File: src/rtl/mod107_residue_accumulator.sv
// Running mod-107 sum of slice residues; emits one 7-bit frame residue plus an
// error flag per frame (67 slices of a 400-bit operand) over a valid/ready port.
module mod107_residue_accumulator #(
  parameter int MOD     = 107,
  parameter int RW      = 7,
  parameter int N_TERMS = 67,
  parameter int CW      = 7
) (
  input  logic          clk,
  input  logic          rst,
  input  logic          clr,
  input  logic          in_valid,
  output logic          in_ready,
  input  logic [RW-1:0] in_res,
  input  logic          in_last,
  output logic          out_valid,
  input  logic          out_ready,
  output logic [RW-1:0] out_res,
  output logic          out_err,
  output logic [1:0]    dbg_state
);

  // Handshake: a beat is taken on any rising edge where in_valid & in_ready;
  // the result is taken on any rising edge where out_valid & out_ready.
  // Neither side may drop valid or change data while waiting for ready.

  typedef enum logic [1:0] {
    IDLE  = 2'd0,
    ACCUM = 2'd1,
    DONE  = 2'd2
  } state_t;

  localparam logic [RW-1:0] MOD_R   = RW'(MOD);
  localparam logic [RW:0]   MOD_S   = (RW+1)'(MOD);
  localparam logic [CW-1:0] N_TERMS_C = CW'(N_TERMS);

  state_t        state_q;
  logic [RW-1:0] acc_q;
  logic [CW-1:0] cnt_q;
  logic          err_acc_q;
  logic [RW-1:0] out_res_q;
  logic          out_err_q;
  logic          out_valid_q;

  logic          accept;
  logic          in_illegal;
  logic [RW-1:0] r_san;
  logic [RW-1:0] base;
  logic [RW:0]   sum_s;
  logic [RW:0]   sum_sub;
  logic [RW-1:0] acc_d;
  logic [CW-1:0] cnt_d;
  logic          err_acc_d;
  logic          cnt_full;
  logic          frame_end;
  logic          frame_err;

  assign in_ready  = (state_q != DONE);
  assign out_valid = out_valid_q;
  assign out_res   = out_res_q;
  assign out_err   = out_err_q;
  assign dbg_state = state_q;

  // Out-of-range LUT outputs (107..127) are folded back into range and flagged.
  always_comb begin
    accept     = in_valid & in_ready;
    in_illegal = (in_res >= MOD_R);
    r_san      = in_illegal ? (in_res - MOD_R) : in_res;
    base       = (state_q == IDLE) ? '0 : acc_q;
    sum_s      = {1'b0, base} + {1'b0, r_san};
    sum_sub    = sum_s - MOD_S;
    acc_d      = (sum_s >= MOD_S) ? sum_sub[RW-1:0] : sum_s[RW-1:0];
    cnt_d      = (state_q == IDLE) ? CW'(1) : (cnt_q + CW'(1));
    err_acc_d  = ((state_q == IDLE) ? 1'b0 : err_acc_q) | in_illegal;
    cnt_full   = (cnt_d == N_TERMS_C);
    frame_end  = in_last | cnt_full;
    frame_err  = err_acc_d | !cnt_full | (cnt_full & !in_last);
  end

  always_ff @(posedge clk or posedge rst) begin
    if (rst) begin
      state_q     <= IDLE;
      acc_q       <= '0;
      cnt_q       <= '0;
      err_acc_q   <= 1'b0;
      out_res_q   <= '0;
      out_err_q   <= 1'b0;
      out_valid_q <= 1'b0;
    end else if (clr) begin
      // Abort drops any pending result but leaves the last out_res/out_err visible.
      state_q     <= IDLE;
      acc_q       <= '0;
      cnt_q       <= '0;
      err_acc_q   <= 1'b0;
      out_valid_q <= 1'b0;
    end else begin
      case (state_q)
        IDLE, ACCUM: begin
          if (accept) begin
            acc_q     <= acc_d;
            cnt_q     <= cnt_d;
            err_acc_q <= err_acc_d;
            if (frame_end) begin
              state_q     <= DONE;
              out_res_q   <= acc_d;
              out_err_q   <= frame_err;
              out_valid_q <= 1'b1;
            end else begin
              state_q <= ACCUM;
            end
          end
        end
        DONE: begin
          if (out_ready) begin
            state_q     <= IDLE;
            acc_q       <= '0;
            cnt_q       <= '0;
            err_acc_q   <= 1'b0;
            out_valid_q <= 1'b0;
          end
        end
        default: begin
          state_q     <= IDLE;
          out_valid_q <= 1'b0;
        end
      endcase
    end
  end

endmodule

File: config.mk
export PLATFORM = sky130hd
export DESIGN_NAME = mod107_residue_accumulator
export DESIGN_NICKNAME = d
export VERILOG_FILES = /design/src/rtl/mod107_residue_accumulator.sv
export SDC_FILE = /design/constraint.sdc
export NUM_CORES = 1
export LEC_CHECK = 0
export BUFFER_PORTS_ARGS = -buffer_cell sky130_fd_sc_hd__buf_2
export CAP_MARGIN = 20
export CORE_ASPECT_RATIO = 0.7
export CORE_UTILIZATION = 25
export DETAILED_ROUTE_END_ITERATION = 10
export GPL_TIMING_DRIVEN = 0
export HOLD_SLACK_MARGIN = 0.08
export PLACE_DENSITY = 0.42
export SYNTH_ARGS = -nofsm -noshare
export SYNTH_HDL_FRONTEND = slang
export SYNTH_SLANG_ARGS = --single-unit
File: constraint.sdc
create_clock -name clk -period 4.5 [get_ports clk]
set_input_delay 0.225 -clock clk [delete_from_list [all_inputs] [get_ports clk]]
set_output_delay 0.225 -clock clk [all_outputs]
set_load 0.005 [all_outputs]
==> results of run 1 <==
worst max-delay path: stages (launching register included):
cell and delay [ns]:
dfrtp_1 0.39, clkbuf_1 0.20, nor2_1 0.63, nor2b_1 0.11, ha_1 0.26, fa_1 0.56, ha_1 0.19, nor2_1 0.05
nor3_1 0.34, o211ai_1 0.22, o21ai_2 0.32, mux2i_1 0.32, o21ai_0 0.11
power groups by stage:
stage | Sequential (mW) | Clock (mW) | Combinational [mW]
2_1_floorplan | 0.280 | 0 | 0.110
3_3_place_gp | 0.280 | 0 | 0.171
3_5_place_dp | 0.280 | 0 | 0.173
4_1_cts | 0.276 | 0.206 | 0.176
5_1_grt | 0.279 | 0.213 | 0.196
6_report | 0.276 | 0.198 | 0.174
cell type report:
cell class | count | area (um^2) | share of cell area (%)
timing repair buffer | 26 | 158 | 7.25
multi-input combinational | 165 | 1130 | 52.0
clock buffer | 3 | 41.3 | 1.90
sequential | 26 | 651 | 29.9
inverter | 6 | 22.5 | 1.04
clock inverter | 1 | 30.0 | 1.38
tap | 94 | 118 | 5.41
buffer | 4 | 23.8 | 1.09
how the worst min path moves through the flow:
stage	start	end	slack [ns]	cells after the start
after floorplan	rst	acc_q[0]	0.27	1
after global placement	acc_q[2]	acc_q[2]	0.46	2
after detailed placement	rst	dbg_state[0]	0.23	2
after CTS	clr	dbg_state[0]	0.18	2
after global routing	clr	dbg_state[0]	0.19	2
final	clr	dbg_state[0]	0.19	2
per-stage QoR:
stage	setup WS, ns	utilization [%]
final	0.675	31.5
after global placement	0.638	29.9
after floorplan	1.27	-
after CTS	0.658	31.5
after global routing	0.306	31.5
after detailed placement	0.668	30.3
cell usage in the layout, fill, tap and decap left out, drive strengths merged, types with 3 or more instances in the layout:
cell type   n
a21oi       6
nand2b      3
clkbuf      4
nand2      24
nor2b       7
nor2       14
xor2        5
ha         11
nand3       5
inv         6
a21o       11
mux2i       3
xnor2       6
buf        28
nor3        8
o21ai      23
or3         3
dfrtp      26
sequential cells by signal, indices dropped and copies added, names as in the netlist:
name	cells
dbg_state	2
err_acc_q	1
cnt_q	7
out_valid	1
out_res	7
acc_q	7
out_err	1
cells by family after synthesis:
| group | after synthesis | share of synthesized area [%] |
|---|---|---|
| multiplexers | 5 | 2.87 |
| AND/OR/NAND/NOR | 74 | 20.5 |
| adder cells (fa/ha/maj) | 12 | 8.62 |
| XOR/XNOR | 11 | 5.27 |
| AO/OA/AOI/OAI | 63 | 24.6 |
| buffers and inverters | 10 | 2.53 |
| flip-flops | 26 | 35.6 |
per-layer routing:
metal / global-route usage, % / part of all wire [%] / up-vias
li1: - / - / 793
met1: 22.1 / 63 / 704
met2: 14.5 / 33 / 25
met3: 2.93 / 3.7 / 2
met4: 1.90 / 0.33 / 0
met5: 0 / 0 / -
==> impl_metrics.yaml, run 1 <==
floorplanning:
  start_util_pct: 26.4
  dieHeight_um: 73.5
  coreArea_mm2: 0.00691
  die_w_um: 104
  top_level_ports: 25
  design.die.area_mm2: 0.00766
  fp-row-count: 25
setup_path:
  endpoint: "acc_q[1]"
  crit_arrival_ns: 3.98
  path_max_fanout: 9
  rr_worst_depth: 12
  required_ns: 4.66
  cp-start-kind: "register"
  r2r_start: "dbg_state[1]"
  r2r_end: "acc_q[1]"
  worst_setup_path_end_kind: "register"
  r2r_slack_ns: 0.67
  critical_path.startpoint: "dbg_state[1]"
  critical_path_class: "reg -> reg"
flow_run:
  cap_violations: 0
yosys:
  ys_seq_area_share_pct: 35.6
  yosysTopAreaCellShare_pct: 35.6
  synth_commonest_cells: "dfrtp_1 (26), nand2_1 (24), o21ai_0 (21), nor2_1 (12)"
  yosysMostFrequentCell: "dfrtp_1"
  synth_nets: 226
  synth_area_mm2: 0.00183
  ys_seq_elements: 26
  synth_edf_count: 0
  synthCells: 201
  synth_area_leaders: "dfrtp_1 (36%), ha_1 (7.5%), o21ai_0 (5.7%), nand2_1 (4.9%), a21o_1 (4.5%)"
  yosysWarnings: 0
  yosysTopAreaCell: "dfrtp_1"
  ys.flop_type: "dfrtp_1"
  async_reset_ff_share_pct: 100
  synth_cell_types: 50
  syn_area_per_cell_um2: 9.09
sta:
  min_period_ns: 3.83
  fmax_mhz: 261
  maxSlewViolCount: 0
  finalClockSkew_ns: 0.0100
  fin_crit_sh_pct: 85.0
  worst_pin_slew_ns: 0.738
  holdWs_ns: 0.192
  max_slew_margin_pct: 50.6
  rsz0062_at_grt: "false"
  final-setup-viol-count: 0
  hold_viol_final: 0
  finalSetupTns_ns: 0
place:
  dpl_cell_area_mm2: 0.00209
  portBuffers: 24
  hpwl_mm: 3.66
  place_congestion: 0.748
  dpl.cell_count: 320
route:
  dr.pass1.iters: 4
  wirelength_mm: 4.57
  dr_total_vias: 1524
  via_per_inst: 4.69
  drt_iter0_markers: 46
  wl_per_cell_um: 14.1
  drc: 0
  ant_nets: 0
power:
  p_per_area_mw_per_mm2: 298
  power_switching_mw: 0.192
  power.internal_mw: 0.455
  switching_share_pct: 29.7
  pwr-share-seq_pct: 42.6
  cellLeakagePower_nw: 1.03
  clkPwrFrac_pct: 30.6
  total_power_mw: 0.647
  power.share.combinational_pct: 26.8
  ir_worst_vdd_v: 0.000128
cts:
  clk_path_buf_depth: 2
  cts_max_level: 1
  clk_latency_ns: 0.28
  cts_made_buffers: 3
  holdBufCountCts: 1
  ctsResizeCount: 0
  cts_root_buffer: "clkbuf_8"
  tritoncts: "built"
  path_clk_slew_ns: 0.10
  post_cts_buffers: 0
  cts_sinks: 26
global_route:
  grt_antenna_before_repair: 0
  grt_pass1_wl_mm: 7.52
  grt_max_degree: 21
  grt_pass1_vias: 1391
  grt_usage_pct: 12.7
  grt_overflow: 0
layout:
  final_cells: 325
  post_route_cells_drive_above_1_share_pct: 20.3
  fin_area_mm2: 0.00217
  antenna_cells: 0
  synthToLayoutAreaGrowth_pct: 19.0
  fillCellCount: 741
  fin_nets: 257
hold_path:
  hp-class: "in -> reg"
status:
  outcome: "finished, final reports clean"
Power figures use the tool's default switching activity.
==> inputs of run 2 (changes only) <==
BUFFER_PORTS_ARGS = -buffer_cell sky130_fd_sc_hd__buf_4   (was -buffer_cell sky130_fd_sc_hd__buf_2)
==> run 2 against run 1 <==
Compared with the run above:
- register-to-register slack barely moved
- worst setup slack got worse by 0.012 ns
- sequential share of layout area fell by 0.80 points
- clock skew fell by 0.0077 ns
- largest power group unchanged
- core utilization rose by 0.87 points
- cell count did not move
- final area rose by 2.8%
- first-iteration DRC count rose by 17%
- global-route usage rose by 0.059 points
- count of clock-buffer cells in the layout did not move
- worst hold slack got worse by 0.038 ns
- non-clock buffer count did not move
==> impl_metrics.yaml, run 2 (same netlist as run 1, synthesis figures left out) <==
layout:
  final_cells: 325
  final_common_cell: "dfrtp_1"
  final_cell_mix: "dfrtp_1 (26), nand2_1 (24), buf_4 (24), o21ai_0 (21), nor2_1 (12)"
  final_util_pct: 32.3
  post_route_cells_drive_above_1_share_pct: 20.3
  antenna_cells: 0
  multi_input_area_mm2: 0.00113
  synthToLayoutAreaGrowth_pct: 22.2
  fin_area_mm2: 0.00223
  fillCellCount: 743
  regArea_um2: 651
  fin_nets: 257
floorplanning:
  start_util_pct: 26.4
  coreArea_mm2: 0.00691
  die_w_um: 104
  fp-row-count: 25
  design.die.area_mm2: 0.00766
  dieHeight_um: 73.5
  top_level_ports: 25
setup_path:
  critical_path_class: "reg -> reg"
  path_max_fanout: 9
  rr_worst_depth: 12
  required_ns: 4.65
  cp_slowest_cell: "nor2_1"
  worst_setup_path_end_kind: "register"
  cp-start-kind: "register"
  r2r_start: "dbg_state[1]"
  crit_arrival_ns: 3.99
  worstPathCellList: "clkbuf_1, nor2_1, nor2b_1, ha_1, fa_1, xor2_1, nor2_1, nor3_1, o211ai_1, o21ai_2, mux2i_1, o21ai_0"
  cpMostUsedCell: "nor2_1"
  cp_num_cells: 12
  r2r_slack_ns: 0.66
  cp_slowest_stage_delay_ns: 0.63
  crit_family: "simple AND/OR/NAND/NOR gates"
  critPathBufInv: 1
  r2r_end: "acc_q[1]"
cts:
  cts_max_level: 1
  path_clk_slew_ns: 0.10
  cts_made_buffers: 3
  cts_root_buffer: "clkbuf_8"
  holdBufCountCts: 1
  ctsResizeCount: 0
  clk_latency_ns: 0.27
  cts_sinks: 26
  clk_path_buf_depth: 2
  tritoncts: "built"
  post_cts_buffers: 0
sta:
  setup_ws_ns: 0.663
  finalSetupTns_ns: 0
  fmax_mhz: 261
  holdWs_ns: 0.154
  max_slew_margin_pct: 49.7
  min_period_ns: 3.84
  fin_crit_sh_pct: 85.3
  maxSlewViolCount: 0
  finalClockSkew_ns: 0.00231
  hold_viol_final: 0
  final-setup-viol-count: 0
  worst_pin_slew_ns: 0.751
  rsz0062_at_grt: "false"
route:
  ant_nets: 0
  dr_total_vias: 1495
  via_per_inst: 4.60
  drt_iter0_markers: 54
  drc: 0
  dr.pass1.iters: 4
  wirelength_mm: 4.51
  wl_per_cell_um: 13.9
power:
  ir_worst_vdd_v: 0.000138
  p_per_area_mw_per_mm2: 297
  clkPwrFrac_pct: 30.1
  power.internal_mw: 0.468
  power.share.combinational_pct: 28.3
  pwr-share-seq_pct: 41.6
  switching_share_pct: 29.4
  power_switching_mw: 0.195
  total_power_mw: 0.663
  cellLeakagePower_nw: 1.05
global_route:
  grt_usage_pct: 12.7
  grt_pass1_vias: 1421
  grt_max_degree: 16
  grt_pass1_wl_mm: 7.51
  grt_overflow: 0
  grt_antenna_before_repair: 0
hold_path:
  hp-class: "in -> reg"
  hold_path_end: "dbg_state[0]"
  hold_depth: 2
  worstHoldStart: "clr"
place:
  dpl_cell_area_mm2: 0.00215
  portBuffers: 24
  hpwl_mm: 3.60
  place_congestion: 0.701
  dp_slack_ns: 0.608
  dpl.cell_count: 320
flow_run:
  cap_violations: 0
status:
  outcome: "finished, final reports clean"
[run 2: cell counts in the layout (fill, tap and decap cells not counted)]
Identical to the previous run, type by type.
[run 2: worst max-delay path by stage]
stage	start	endpoint	slack (ns)
4_1_cts	dbg_state[1]	acc_q[1]	0.57
3_5_place_dp	dbg_state[1]	acc_q[1]	0.61
6_report	dbg_state[1]	acc_q[1]	0.66
3_3_place_gp	dbg_state[1]	out_res[1]	0.57
5_1_grt	dbg_state[1]	acc_q[1]	0.21
2_1_floorplan	dbg_state[1]	out_res[0]	1.27
[run 2: cell type report]
type | instances | area share [%]
plain buffers | 4 | 1.06
repair buffers | 26 | 9.74
flip-flops and latches | 26 | 29.1
clock inverters | 1 | 1.34
clock buffers | 3 | 1.85
well taps | 94 | 5.26
multi-input cells | 165 | 50.6
inverters | 6 | 1.01
[run 2: power by group through the flow]
stage          registers, mW  clock network [mW]  logic, mW
6_report               0.276               0.200      0.188
5_1_grt                0.280               0.210      0.214
2_1_floorplan          0.280                   0      0.110
3_5_place_dp           0.281                   0      0.187
3_3_place_gp           0.281                   0      0.185
4_1_cts                0.276               0.207      0.190
[run 2: per-layer routing]
layer  global-route usage, %  up-vias  routed length (um)
met2                    15.6       27                1480
met1                    21.5      672                2820
met4                    1.90        0                  19
li1                        -      794                   -
met5                       0        -                   0
met3                    2.75        2                 183
==> inputs of run 3 (changes only) <==
GPL_TIMING_DRIVEN = default   (was 0)
==> run 3 against run 2 <==
Compared with the run above:
- via count is 0.33% lower
- fmax is 6.9% higher
- register-to-register slack better by 0.25 ns
- sequential share of layout area is 0.31 points higher
- largest cell class unchanged
- highest routed layer unchanged
==> impl_metrics.yaml, run 3 (same netlist as run 1, synthesis figures left out) <==
status:
  outcome: "finished, final reports clean"
global_route:
  grt_pass1_vias: 1384
  grt_antenna_before_repair: 0
  grt_pass1_wl_mm: 7.51
  grt_usage_pct: 12.7
  grt_overflow: 0
  grt_max_degree: 20
place:
  portBuffers: 24
  dpl.cell_count: 316
  hpwl_mm: 3.64
  place_congestion: 0.783
sta:
  fmax_mhz: 278
  finalClockSkew_ns: 0.00488
  worst_pin_slew_ns: 0.699
  max_slew_margin_pct: 53.2
  final-setup-viol-count: 0
  holdWs_ns: 0.147
  rsz0062_at_grt: "false"
  maxSlewViolCount: 0
  fin_crit_sh_pct: 79.8
  hold_viol_final: 0
  min_period_ns: 3.59
  finalSetupTns_ns: 0
power:
  ir_worst_vdd_v: 0.000120
  p_per_area_mw_per_mm2: 300
  cellLeakagePower_nw: 1.04
cts:
  post_cts_buffers: 0
  holdBufCountCts: 1
  clk_latency_ns: 0.27
  cts_sinks: 26
  tritoncts: "built"
  cts_made_buffers: 3
  clk_path_buf_depth: 2
  ctsResizeCount: 0
  cts_max_level: 1
  path_clk_slew_ns: 0.10
  cts_root_buffer: "clkbuf_8"
layout:
  fin_nets: 253
  fillCellCount: 721
  antenna_cells: 0
  final_cells: 321
  regArea_um2: 651
  synthToLayoutAreaGrowth_pct: 20.9
  post_route_cells_drive_above_1_share_pct: 19.8
  final_common_cell: "dfrtp_1"
  final_util_pct: 32.0
  multi_input_area_mm2: 0.00113
  final_cell_mix: "dfrtp_1 (26), nand2_1 (24), buf_4 (24), o21ai_0 (21), nor2_1 (12)"
setup_path:
  crit_arrival_ns: 3.76
  path_max_fanout: 10
  endpoint: "out_res[0]"
  r2r_start: "dbg_state[1]"
  critical_path.startpoint: "dbg_state[1]"
  required_ns: 4.67
  r2r_slack_ns: 0.91
  worst_setup_path_end_kind: "register"
  cp-start-kind: "register"
  rr_worst_depth: 11
  r2r_end: "out_res[0]"
  critical_path_class: "reg -> reg"
floorplanning:
  start_util_pct: 26.4
  dieHeight_um: 73.5
  design.die.area_mm2: 0.00766
  top_level_ports: 25
  die_w_um: 104
  coreArea_mm2: 0.00691
  fp-row-count: 25
route:
  via_per_inst: 4.64
  wl_per_cell_um: 14.1
  ant_nets: 0
  wirelength_mm: 4.51
  dr_total_vias: 1490
  dr.pass1.iters: 4
  drc: 0
  drt_iter0_markers: 111
flow_run:
  cap_violations: 0
hold_path:
  hp-class: "in -> reg"
-- run 3: critical path, cell delays in order (launching register included) --
cell and delay, ns:
dfrtp_1 0.49, nor2_1 0.59, nor2b_1 0.10, ha_1 0.25, fa_1 0.56, ha_1 0.19
nor2_1 0.05, nor3_1 0.32, o211ai_1 0.21, o21ai_2 0.31, xor2_1 0.12, mux2_2 0.27
-- run 3: report_power, final --
group          switching [mW]  internal (mW)
sequential             0.0205          0.260
combinational          0.0956         0.0878
clock                  0.0790          0.119
total                   0.195          0.467
-- run 3: metal layers --
metal	global-route usage [%]	wire, um
met5	0	0
met4	2.38	27
met3	3.11	206
met2	14.5	1440
met1	21.7	2830
-- run 3: worst min-delay path by stage --
stage          from      endpoint  slack [ns]  cells after the start
2_1_floorplan   rst      acc_q[0]        0.27                      1
3_3_place_gp    clr  dbg_state[0]        0.45                      2
3_5_place_dp    rst     out_valid        0.25                      2
4_1_cts         clr  dbg_state[0]        0.13                      2
5_1_grt         clr  dbg_state[0]        0.14                      2
6_report        clr  dbg_state[0]        0.15                      2
-- run 3: layout make-up --
type / count / area share [%]
clock buffers: 3 / 1.87
multi-input cells: 165 / 51.2
inverters: 6 / 1.02
flip-flops and latches: 26 / 29.4
well taps: 94 / 5.32
clock inverters: 1 / 1.36
repair buffers: 26 / 9.85
-- run 3: per-stage QoR --
stage	worst slack [ns]	cell area, um^2	total power, mW
floorplan	1.27	1830	0.390
CTS	0.857	2210	0.674
detailed placement	0.891	2130	0.470
finish	0.909	2210	0.662
global placement	0.896	2100	0.468
global route	0.503	2210	0.705
